--- config.mk ---
export PLATFORM = sky130hd
export DESIGN_NAME = keypad_hex_scanner
export DESIGN_NICKNAME = d
export VERILOG_FILES = /design/src/rtl/keypad_pkg.sv /design/src/rtl/keypad_debounce_fsm.sv /design/src/rtl/keypad_hex_scanner.sv
export SDC_FILE = /design/constraint.sdc
export NUM_CORES = 1
export LEC_CHECK = 0
export ABC_AREA = 1
export BUFFER_PORTS_ARGS = -buffer_cell sky130_fd_sc_hd__clkbuf_2
export CELL_PAD_IN_SITES_DETAIL_PLACEMENT = 1
export CELL_PAD_IN_SITES_GLOBAL_PLACEMENT = 2
export CORE_MARGIN = 8
export CORE_UTILIZATION = 35
export DETAILED_ROUTE_END_ITERATION = 16
export GPL_TIMING_DRIVEN = 0
export PLACE_DENSITY_LB_ADDON = 0.1
export SLEW_MARGIN = 20
export SYNTH_ARGS = -nofsm -noshare
export SYNTH_HDL_FRONTEND = slang
export SYNTH_HIERARCHICAL = 1
export SYNTH_SLANG_ARGS = --single-unit
--- constraint.sdc ---
create_clock -name clk -period 13.75 [get_ports clk]
set_clock_uncertainty 0.1 [all_clocks]
set_input_delay 1.375 -clock clk [delete_from_list [all_inputs] [get_ports clk]]
set_output_delay 1.375 -clock clk [all_outputs]
set_load 0.005 [all_outputs]
--- src/rtl/keypad_pkg.sv ---
// -----------------------------------------------------------------------------
// keypad_pkg
//
// Shared types and constants for the 4x4 hex keypad scanner.
//   state_t        : debounce FSM states (IDLE, PRESS_DB, HELD, REL_DB)
//   scan_result_t  : classification of one full keypad scan (NONE, SINGLE, MULTI)
//   scan_class_t   : scan classification plus the hex code of a SINGLE key
//   CODE_MAP       : hex code for keypad position (row r, column c) at index r*4+c
//   classify_scan  : turns a 16-bit "key is low" mask into a scan_class_t
// -----------------------------------------------------------------------------
package keypad_pkg;

    typedef enum logic [1:0] {
        IDLE     = 2'd0,
        PRESS_DB = 2'd1,
        HELD     = 2'd2,
        REL_DB   = 2'd3
    } state_t;

    typedef enum logic [1:0] {
        NONE   = 2'd0,
        SINGLE = 2'd1,
        MULTI  = 2'd2
    } scan_result_t;

    typedef struct packed {
        scan_result_t result;
        logic [3:0]   code;
    } scan_class_t;

    // Packed MSB-first, so the literal reads bottom row first:
    //   r3: E 0 F D   r2: 7 8 9 C   r1: 4 5 6 B   r0: 1 2 3 A
    // Index r*4+c selects the code for row r, column c.
    localparam logic [15:0][3:0] CODE_MAP = {
        4'hD, 4'hF, 4'h0, 4'hE,
        4'hC, 4'h9, 4'h8, 4'h7,
        4'hB, 4'h6, 4'h5, 4'h4,
        4'hA, 4'h3, 4'h2, 4'h1
    };

    // low_mask[r*4+c] is 1 when row r read low while column c was driven.
    // The code field is only meaningful when the result is SINGLE.
    function automatic scan_class_t classify_scan(input logic [15:0] low_mask);
        scan_class_t cls;
        int unsigned hits;
        cls.result = NONE;
        cls.code   = 4'h0;
        hits       = 0;
        for (int i = 0; i < 16; i++) begin
            if (low_mask[i]) begin
                hits++;
                cls.code = CODE_MAP[i];
            end
        end
        if (hits == 1) begin
            cls.result = SINGLE;
        end else if (hits > 1) begin
            cls.result = MULTI;
        end
        return cls;
    endfunction

endpackage

--- src/rtl/keypad_debounce_fsm.sv ---
// -----------------------------------------------------------------------------
// keypad_debounce_fsm
//
// Qualifies keypad presses and releases over consecutive full-scan results and
// keeps the two most recent accepted key codes for the hex display.
//
// Ports:
//   clk         in   system clock
//   reset       in   synchronous active-high reset
//   scan_done   in   one-clk strobe: scan_result/scan_code describe a full scan
//   scan_result in   NONE / SINGLE / MULTI for the completed scan
//   scan_code   in   hex code of the key when scan_result is SINGLE
//   key_code    out  hex code of the last accepted key
//   key_valid   out  one-clk pulse, the cycle after the accepting scan strobe
//   key_down    out  high while an accepted key is held (HELD or REL_DB)
//   value       out  {previous key_code, newest key_code}
//
// Parameters:
//   DEBOUNCE    consecutive identical scans required to accept press/release
// -----------------------------------------------------------------------------
module keypad_debounce_fsm
    import keypad_pkg::*;
#(
    parameter int DEBOUNCE = 4
) (
    input  logic         clk,
    input  logic         reset,
    input  logic         scan_done,
    input  scan_result_t scan_result,
    input  logic [3:0]   scan_code,
    output logic [3:0]   key_code,
    output logic         key_valid,
    output logic         key_down,
    output logic [7:0]   value
);

    localparam int            CW      = $clog2(DEBOUNCE + 1);
    localparam logic [CW-1:0] DB_MAX  = CW'(DEBOUNCE);
    localparam logic [CW-1:0] CNT_ONE = CW'(1);

    state_t        state_reg, state_next;
    logic [CW-1:0] count_reg, count_next, count_inc;
    logic [3:0]    cand_reg, cand_next;
    logic [3:0]    key_code_reg;
    logic [7:0]    value_reg;
    logic          key_valid_reg;
    logic          accept;

    // Saturating increment: the count never exceeds DEBOUNCE.
    assign count_inc = (count_reg >= DB_MAX) ? DB_MAX : count_reg + CNT_ONE;

    // State and datapath registers.
    always_ff @(posedge clk) begin
        if (reset) begin
            state_reg     <= IDLE;
            count_reg     <= '0;
            cand_reg      <= 4'h0;
            key_code_reg  <= 4'h0;
            value_reg     <= 8'h00;
            key_valid_reg <= 1'b0;
        end else begin
            state_reg     <= state_next;
            count_reg     <= count_next;
            cand_reg      <= cand_next;
            key_valid_reg <= accept;
            if (accept) begin
                key_code_reg <= cand_next;
                value_reg    <= {value_reg[3:0], cand_next};
            end
        end
    end

    // Next-state logic. Only a scan strobe can move the FSM. The count is
    // compared after it has been updated, so DEBOUNCE=1 accepts or releases
    // on the very first qualifying scan without lingering in a DB state.
    always_comb begin
        state_next = state_reg;
        count_next = count_reg;
        cand_next  = cand_reg;
        accept     = 1'b0;
        if (scan_done) begin
            unique case (state_reg)
                IDLE: begin
                    if (scan_result == SINGLE) begin
                        cand_next  = scan_code;
                        count_next = CNT_ONE;
                        if (CNT_ONE >= DB_MAX) begin
                            state_next = HELD;
                            count_next = '0;
                            accept     = 1'b1;
                        end else begin
                            state_next = PRESS_DB;
                        end
                    end
                end
                PRESS_DB: begin
                    if (scan_result == SINGLE) begin
                        if (scan_code == cand_reg) begin
                            count_next = count_inc;
                        end else begin
                            // A different single key restarts qualification.
                            cand_next  = scan_code;
                            count_next = CNT_ONE;
                        end
                        if (count_next >= DB_MAX) begin
                            state_next = HELD;
                            count_next = '0;
                            accept     = 1'b1;
                        end
                    end else begin
                        state_next = IDLE;
                        count_next = '0;
                    end
                end
                HELD: begin
                    // Rollover to another key (SINGLE or MULTI) is ignored
                    // until the pad goes fully quiet.
                    if (scan_result == NONE) begin
                        count_next = CNT_ONE;
                        if (CNT_ONE >= DB_MAX) begin
                            state_next = IDLE;
                            count_next = '0;
                        end else begin
                            state_next = REL_DB;
                        end
                    end
                end
                REL_DB: begin
                    if (scan_result == NONE) begin
                        count_next = count_inc;
                        if (count_next >= DB_MAX) begin
                            state_next = IDLE;
                            count_next = '0;
                        end
                    end else begin
                        state_next = HELD;
                        count_next = '0;
                    end
                end
                default: begin
                    state_next = IDLE;
                    count_next = '0;
                end
            endcase
        end
    end

    // Outputs. key_down is a pure function of state; the rest are registers.
    always_comb begin
        key_down  = (state_reg == HELD) || (state_reg == REL_DB);
        key_valid = key_valid_reg;
        key_code  = key_code_reg;
        value     = value_reg;
    end

endmodule

--- src/rtl/keypad_hex_scanner.sv ---
// -----------------------------------------------------------------------------
// keypad_hex_scanner
//
// Scans a 4x4 hex keypad matrix one column at a time, synchronizes and records
// the row lines, classifies every full scan and hands it to the debounce FSM.
// The 8-bit value output plugs straight into the 7-segment hex display driver.
//
// Ports:
//   clk        in   system clock
//   reset      in   synchronous active-high reset
//   row_n      in   [3:0] keypad rows, active-low, asynchronous to clk
//   col_n      out  [3:0] keypad column drive, exactly one bit low
//   key_code   out  [3:0] hex code of the last accepted key
//   key_valid  out  one-clk pulse when a new key is accepted
//   key_down   out  high while an accepted key is held
//   value      out  [7:0] {previous key, newest key}
//
// Parameters:
//   PRESCALE   clk cycles each column is driven (>= 2)
//   DEBOUNCE   consecutive identical full scans to accept press/release (>= 1)
// -----------------------------------------------------------------------------
module keypad_hex_scanner
    import keypad_pkg::*;
#(
    parameter int PRESCALE = 8000,
    parameter int DEBOUNCE = 4
) (
    input  logic       clk,
    input  logic       reset,
    input  logic [3:0] row_n,
    output logic [3:0] col_n,
    output logic [3:0] key_code,
    output logic       key_valid,
    output logic       key_down,
    output logic [7:0] value
);

    localparam int            PW         = (PRESCALE > 1) ? $clog2(PRESCALE) : 1;
    localparam logic [PW-1:0] PRESC_LAST = PW'(PRESCALE - 1);

    logic [PW-1:0]   presc_reg;
    logic            tick;
    logic [1:0]      col_idx_reg;
    logic [3:0]      row_meta_reg;
    logic [3:0]      row_s_reg;
    logic [3:0][3:0] scan_rows;     // scan_rows[c] = row sample for column c
    logic [15:0]     low_mask;      // low_mask[r*4+c] = key (r,c) read low
    logic            scan_done;
    scan_class_t     scan_cls;

    // Two-flop synchronizer; idle (all rows high) after reset.
    always_ff @(posedge clk) begin
        if (reset) begin
            row_meta_reg <= 4'hF;
            row_s_reg    <= 4'hF;
        end else begin
            row_meta_reg <= row_n;
            row_s_reg    <= row_meta_reg;
        end
    end

    // Column dwell timer: one tick every PRESCALE clocks.
    assign tick = (presc_reg == PRESC_LAST);

    always_ff @(posedge clk) begin
        if (reset) begin
            presc_reg <= '0;
        end else if (tick) begin
            presc_reg <= '0;
        end else begin
            presc_reg <= presc_reg + PW'(1);
        end
    end

    // The row sample for the current column is taken on the tick, i.e. at the
    // end of its dwell, so the pad and synchronizer have had time to settle.
    always_ff @(posedge clk) begin
        if (reset) begin
            col_idx_reg <= 2'd0;
        end else if (tick) begin
            col_idx_reg <= col_idx_reg + 2'd1;
        end
    end

    assign col_n = ~(4'b0001 << col_idx_reg);

    // Columns 0..2 are held in accumulators; column 3 is taken live from the
    // synchronizer on the completing tick so the result is classified and
    // presented to the FSM in that same cycle.
    generate
        for (genvar gi = 0; gi < 3; gi++) begin : g_col_acc
            logic [3:0] col_acc_reg;
            always_ff @(posedge clk) begin
                if (reset) begin
                    col_acc_reg <= 4'hF;
                end else if (tick && (col_idx_reg == 2'(gi))) begin
                    col_acc_reg <= row_s_reg;
                end
            end
            assign scan_rows[gi] = col_acc_reg;
        end
    endgenerate

    assign scan_rows[3] = row_s_reg;

    // Flatten to one bit per keypad position, row-major, active-high.
    generate
        for (genvar gi = 0; gi < 16; gi++) begin : g_low_mask
            assign low_mask[gi] = ~scan_rows[gi % 4][gi / 4];
        end
    endgenerate

    assign scan_done = tick && (col_idx_reg == 2'd3);
    assign scan_cls  = classify_scan(low_mask);

    keypad_debounce_fsm #(
        .DEBOUNCE (DEBOUNCE)
    ) u_debounce_fsm (
        .clk         (clk),
        .reset       (reset),
        .scan_done   (scan_done),
        .scan_result (scan_cls.result),
        .scan_code   (scan_cls.code),
        .key_code    (key_code),
        .key_valid   (key_valid),
        .key_down    (key_down),
        .value       (value)
    );

endmodule

; ---- Word-level counts from Yosys, hierarchy flattened
; Index checks and enable logic that the tools add are counted.
[classes]
order_cmp = 4
bitwise_logic = 1
addsub = 18
shifts = 1
n_eq_ne = 14
n_mux = 62
n_reduce_logical = 11
[ops]
columns = cell, count
row1 = $add 32x1->32 const B, 15
row2 = $mux 32, 15
row3 = $mux 4, 19
row4 = $mux 3, 11
row5 = $eq 32x1->1 const B, 1
row6 = $gt 32x1->1 const B, 1
row7 = $mux 2, 8
row8 = $add 13x1->13 const B, 1
row9 = $eq 13x13->1 const B, 1
row10 = $pmux 3 s4, 1
row11 = $ge 3x3->1 const B, 3
row12 = $eq 2x2->1 const B, 4
row13 = $pmux 2 s4, 1
row14 = $pmux 4 s2, 1
row15 = $eq 2x1->1 const B, 3
row16 = $logic_not 2->1, 3
row17 = $mux 1, 6
row18 = $ne 3x3->1 const B, 2
row19 = $reduce_and 5->1, 1
row20 = $eq 4x4->1, 1
row21 = $logic_and 1x1->1, 4
row22 = $ne 2x1->1 const B, 2
row23 = $not 4->4, 1
row24 = $shl 1x2->4 const A, 1
row25 = other kinds (5), 5
[totals]
reg_bits = 57

; ---- Logic depth before layout (Yosys ltp)
[depth]
ltp_word = 43
ltp_mapped = 67
ltp_nobuf = 67

; ---- Hierarchy
; Netlist, hierarchy kept.
[modules_own_cells]
columns = module, seq_area_each_um2, area_each_um2, n_inst, cells_each
row1 = keypad_hex_scanner, 700.7, 3500.9, 1, 567
row2 = keypad_debounce_fsm, 360.3, 1027.2, 1, 152

; ---- Worst setup path before layout
; No wires, ideal clock.
[synth_timing]
kind = register -> register
start = register g_col_acc[1].col_acc_reg[0]
end = register u_debounce_fsm.state_reg[0]
path_stages_with_launch = 66
slack_ns = 4.909
t_arrival_ns = 8.628
path_buffers = 0
path_cell_list = dfxtp_1 inv_1 ha_1 inv_1 nand2_2 nand2_4 inv_2 nand2_1 nand3_1 nand2_1 ha_1 nand2_1 nand2_1 ha_1 nand2_1 nand2_1 ha_1 nor2_1 (+30 left out) ha_1 nand2_1 a21oi_1 nand3_1 inv_2 nand2_1 nor2_1 nand2_1 nand2_1 nand2_2 nor2_2 inv_1 o21ai_2 nand3_4 nor2_4 nand2_2 o21ai_1 inv_1
[synth_lines]
columns = element, line_no
row1 = from (decl), keypad_hex_scanner.sv:92  ; logic [3:0] col_acc_reg;
row2 = from (signal assigned), keypad_hex_scanner.sv:97  ; col_acc_reg <= row_s_reg;
row3 = to (signal assigned), keypad_debounce_fsm.sv:62  ; state_reg <= state_next;
row4 = to (decl), keypad_debounce_fsm.sv:41  ; state_t state_reg, state_next;

==> summary.md <==
| Metric | Value |
|---|---|
| Grt ovf | `0` |
| Die width | `130 um` |
| WP buf/inv | `11` |
| Die Area | `0.0168 sq mm` |
| Postcts setup bufs | `0` |
| Synth Instances | `719` |
| Setup TNS | `0 ps` |
| Final Net Count | `779` |
| Via density | `4.74` |
| Syn_area_per_cell | `6.30 sq um` |
| Worst Hold Endpoint | `row_s_reg[2]` |
| Fin crit share | `0.717` |
| Vias in the first global route | `4,396` |
| Post-DP Area | `0.00486 sq mm` |
| Crit-path max FO | `6` |
| Slowest CP cell | `dfxtp_1` |
| Maxcap violations | `0` |
| Max-slew violations | `0` |
| Antenna violations before repair | `0` |
| # rows | `41` |
| Setup violations, final | `0` |
| #FFs+latches synth | `53` |
| Max Buffers Root-to-Sink | `2` |
| Final Wtd Congestion | `0.794` |
| WHS Path Cells | `1` |
| Worst Path Required | `13,840 ps` |
| Hold path startpoint | `row_meta_reg[2]` |
| VDD IR max | `0.0726 mV` |
| Starting Density | `0.359` |
| Setup slack, reg-to-reg | `3900 ps` |
| Critical R2R Capture | `u_debounce_fsm/state_reg[0]` |
| Area grow syn2layout | `10.4%` |
| Dpl hpwl | `8990 um` |
| Most frequent cell on the critical path | `nand2_1` |
| Clock transition at path regs | `70 ps` |
| Tot Pwr | `0.307 mW` |
| Die Ht | `130 um` |
| Synthesized area | `0.00453 sq mm` |
| Critical R2R Launch | `g_col_acc[0].col_acc_reg[0]` |
| Leak Pwr | `2.71 nW` |
| Hold-fix buffers, CTS | `0` |
| Clock root cell | `clkbuf_16` |
| Clk Latency, worst-skew pair | `290 ps` |
| Tmin final | `9850 ps` |
| First-pass GRT wire length | `19,400 um` |
| Status | `finished, final reports clean` |
| Synth cell types | `43` |
| WP data arrival | `9940 ps` |
| Htree depth | `2` |
| Iteration-0 DRC Markers | `185` |
| Crit end category | `flop` |
| DRC | `0` |
| CTS tree | `done` |
| Number of flops mapped to enable cells by yosys | `0` |
| Clock sink total | `53` |
| Net Count, Synth | `749` |
| Power Dens Cells | `61.4 mW/mm^2` |
| Most frequent cells in the layout | `nand2_1, inv_1, nor2_1` |
| Max reg flops | `13` |
| Top_reg_cell synth | `dfxtp_1` |
| Hold/Removal Path Class | `flop to flop` |
| Max_slew headroom | `0.677` |
| Num CTS Buffers | `5` |
| Most common cell after layout, fill and taps aside | `nand2_1` |
| Ports | `24` |
| Via count | `4,371` |
| Post-synthesis async set-or-reset flop share | `0` |
| Worst reg-to-reg path cell count | `65` |
| Register area share after synthesis | `0.234` |
| Core Footprint | `0.0126 sq mm` |
| First-pass detailed-route iteration total | `4` |
| Largest net degree at the start of global routing | `16` |
| Crit-path max cell delay | `420 ps` |
| Finished Cell Area | `0.00500 sq mm` |
| Top Family by Delay on Critical Path | `simple AND/OR/NAND/NOR gates` |
| Crit path kind | `flop to flop` |
| IO Port Bufs | `23` |
| Total track usage | `0.137` |
| Max Freq | `0.101 GHz` |
| Synthesis Warnings | `6` |
| RSZ-0062 raised after global routing | `false` |
| Tightest Pin Transition | `483 ps` |
| Final Core Density | `0.396` |
| Resized cells post-CTS | `0` |
| Final Hold Viols | `0` |
| Fillers | `1,743` |
| Post-DRT Antenna Nets | `0` |
| Crit path launch type | `flop` |
| Drt wl/cell | `11.7 um` |
| Layout cells sized above 1 | `0.211` |
| Drt total wl | `10,800 um` |
| N_diodes | `0` |
## area by class of cell
type | count | area [sq um] | share of cell area
Inverter | 128 | 483 | 0.0966
Tap cell | 172 | 215 | 0.0431
Buffer | 12 | 73.8 | 0.0148
Clock inverter | 2 | 10.0 | 0.00200
Timing Repair Buffer | 23 | 115 | 0.0230
Clock buffer | 6 | 129 | 0.0258
Multi-Input combinational cell | 526 | 2910 | 0.582
Sequential cell | 53 | 1060 | 0.212
## through the flow
step / worst slack [ps] / std cells / hold WS, ps
2_1_floorplan: 4910 / 719 / 289
3_3_place_gp: 4090 / 914 / 293
3_5_place_dp: 3840 / 914 / 297
4_1_cts: 3800 / 922 / 313
5_1_grt: 2890 / 922 / 334
6_report: 3900 / 922 / 307
## where the power goes
group | switching (mW) | total, mW | internal [mW]
clock network | 0.0560 | 0.123 | 0.0671
logic | 0.0182 | 0.0272 | 0.00902
registers | 0.00149 | 0.157 | 0.155
## cell usage after synthesis (all sizes together), types with 7 or more instances
library cell  number  area (sq um)
nor3              10          76.3
dfxtp             53          1060
nand3             69           488
o21ai             21           109
a21oi             18          93.8
ha                24           300
nand3b             7          60.1
buf                7          53.8
nand2            241          1040
or2               13          81.3
nor2              78           340
o211ai            13          97.6
nand4             13          81.3
inv              125           472
## cells by family (layout without fill, tap and decap cells)
logic type,Yosys count,count (layout),share of synthesized area
flip-flops,53,53,0.234
adder cells (fa/ha/maj),24,24,0.0663
AO/OA/AOI/OAI,61,61,0.0812
AND/OR/NAND/NOR,438,438,0.489
buffers and inverters,140,171,0.123
XOR/XNOR,3,3,0.00580
## worst max path at each step
stage | from | endpoint | slack [ps] | cells after the start
6_report | g_col_acc[0].col_acc_reg[0] | u_debounce_fsm/state_reg[0] | 3900 | 65
5_1_grt | g_col_acc[1].col_acc_reg[0] | u_debounce_fsm/state_reg[0] | 2890 | 65
4_1_cts | g_col_acc[1].col_acc_reg[0] | u_debounce_fsm/state_reg[0] | 3800 | 65
3_5_place_dp | g_col_acc[1].col_acc_reg[0] | u_debounce_fsm/state_reg[0] | 3840 | 65
3_3_place_gp | g_col_acc[1].col_acc_reg[0] | u_debounce_fsm/state_reg[0] | 4090 | 65
2_1_floorplan | g_col_acc[1].col_acc_reg[0] | u_debounce_fsm/state_reg[0] | 4910 | 65
## layer usage
metal,global-route usage,part of all wire,vias up
met3,0.0180,0.014,4
met5,0,0,-
met4,0.0335,0.0069,0
met2,0.247,0.48,26
met1,0.167,0.50,2026
li1,-,-,2315
(Power assumes the default switching activity.)
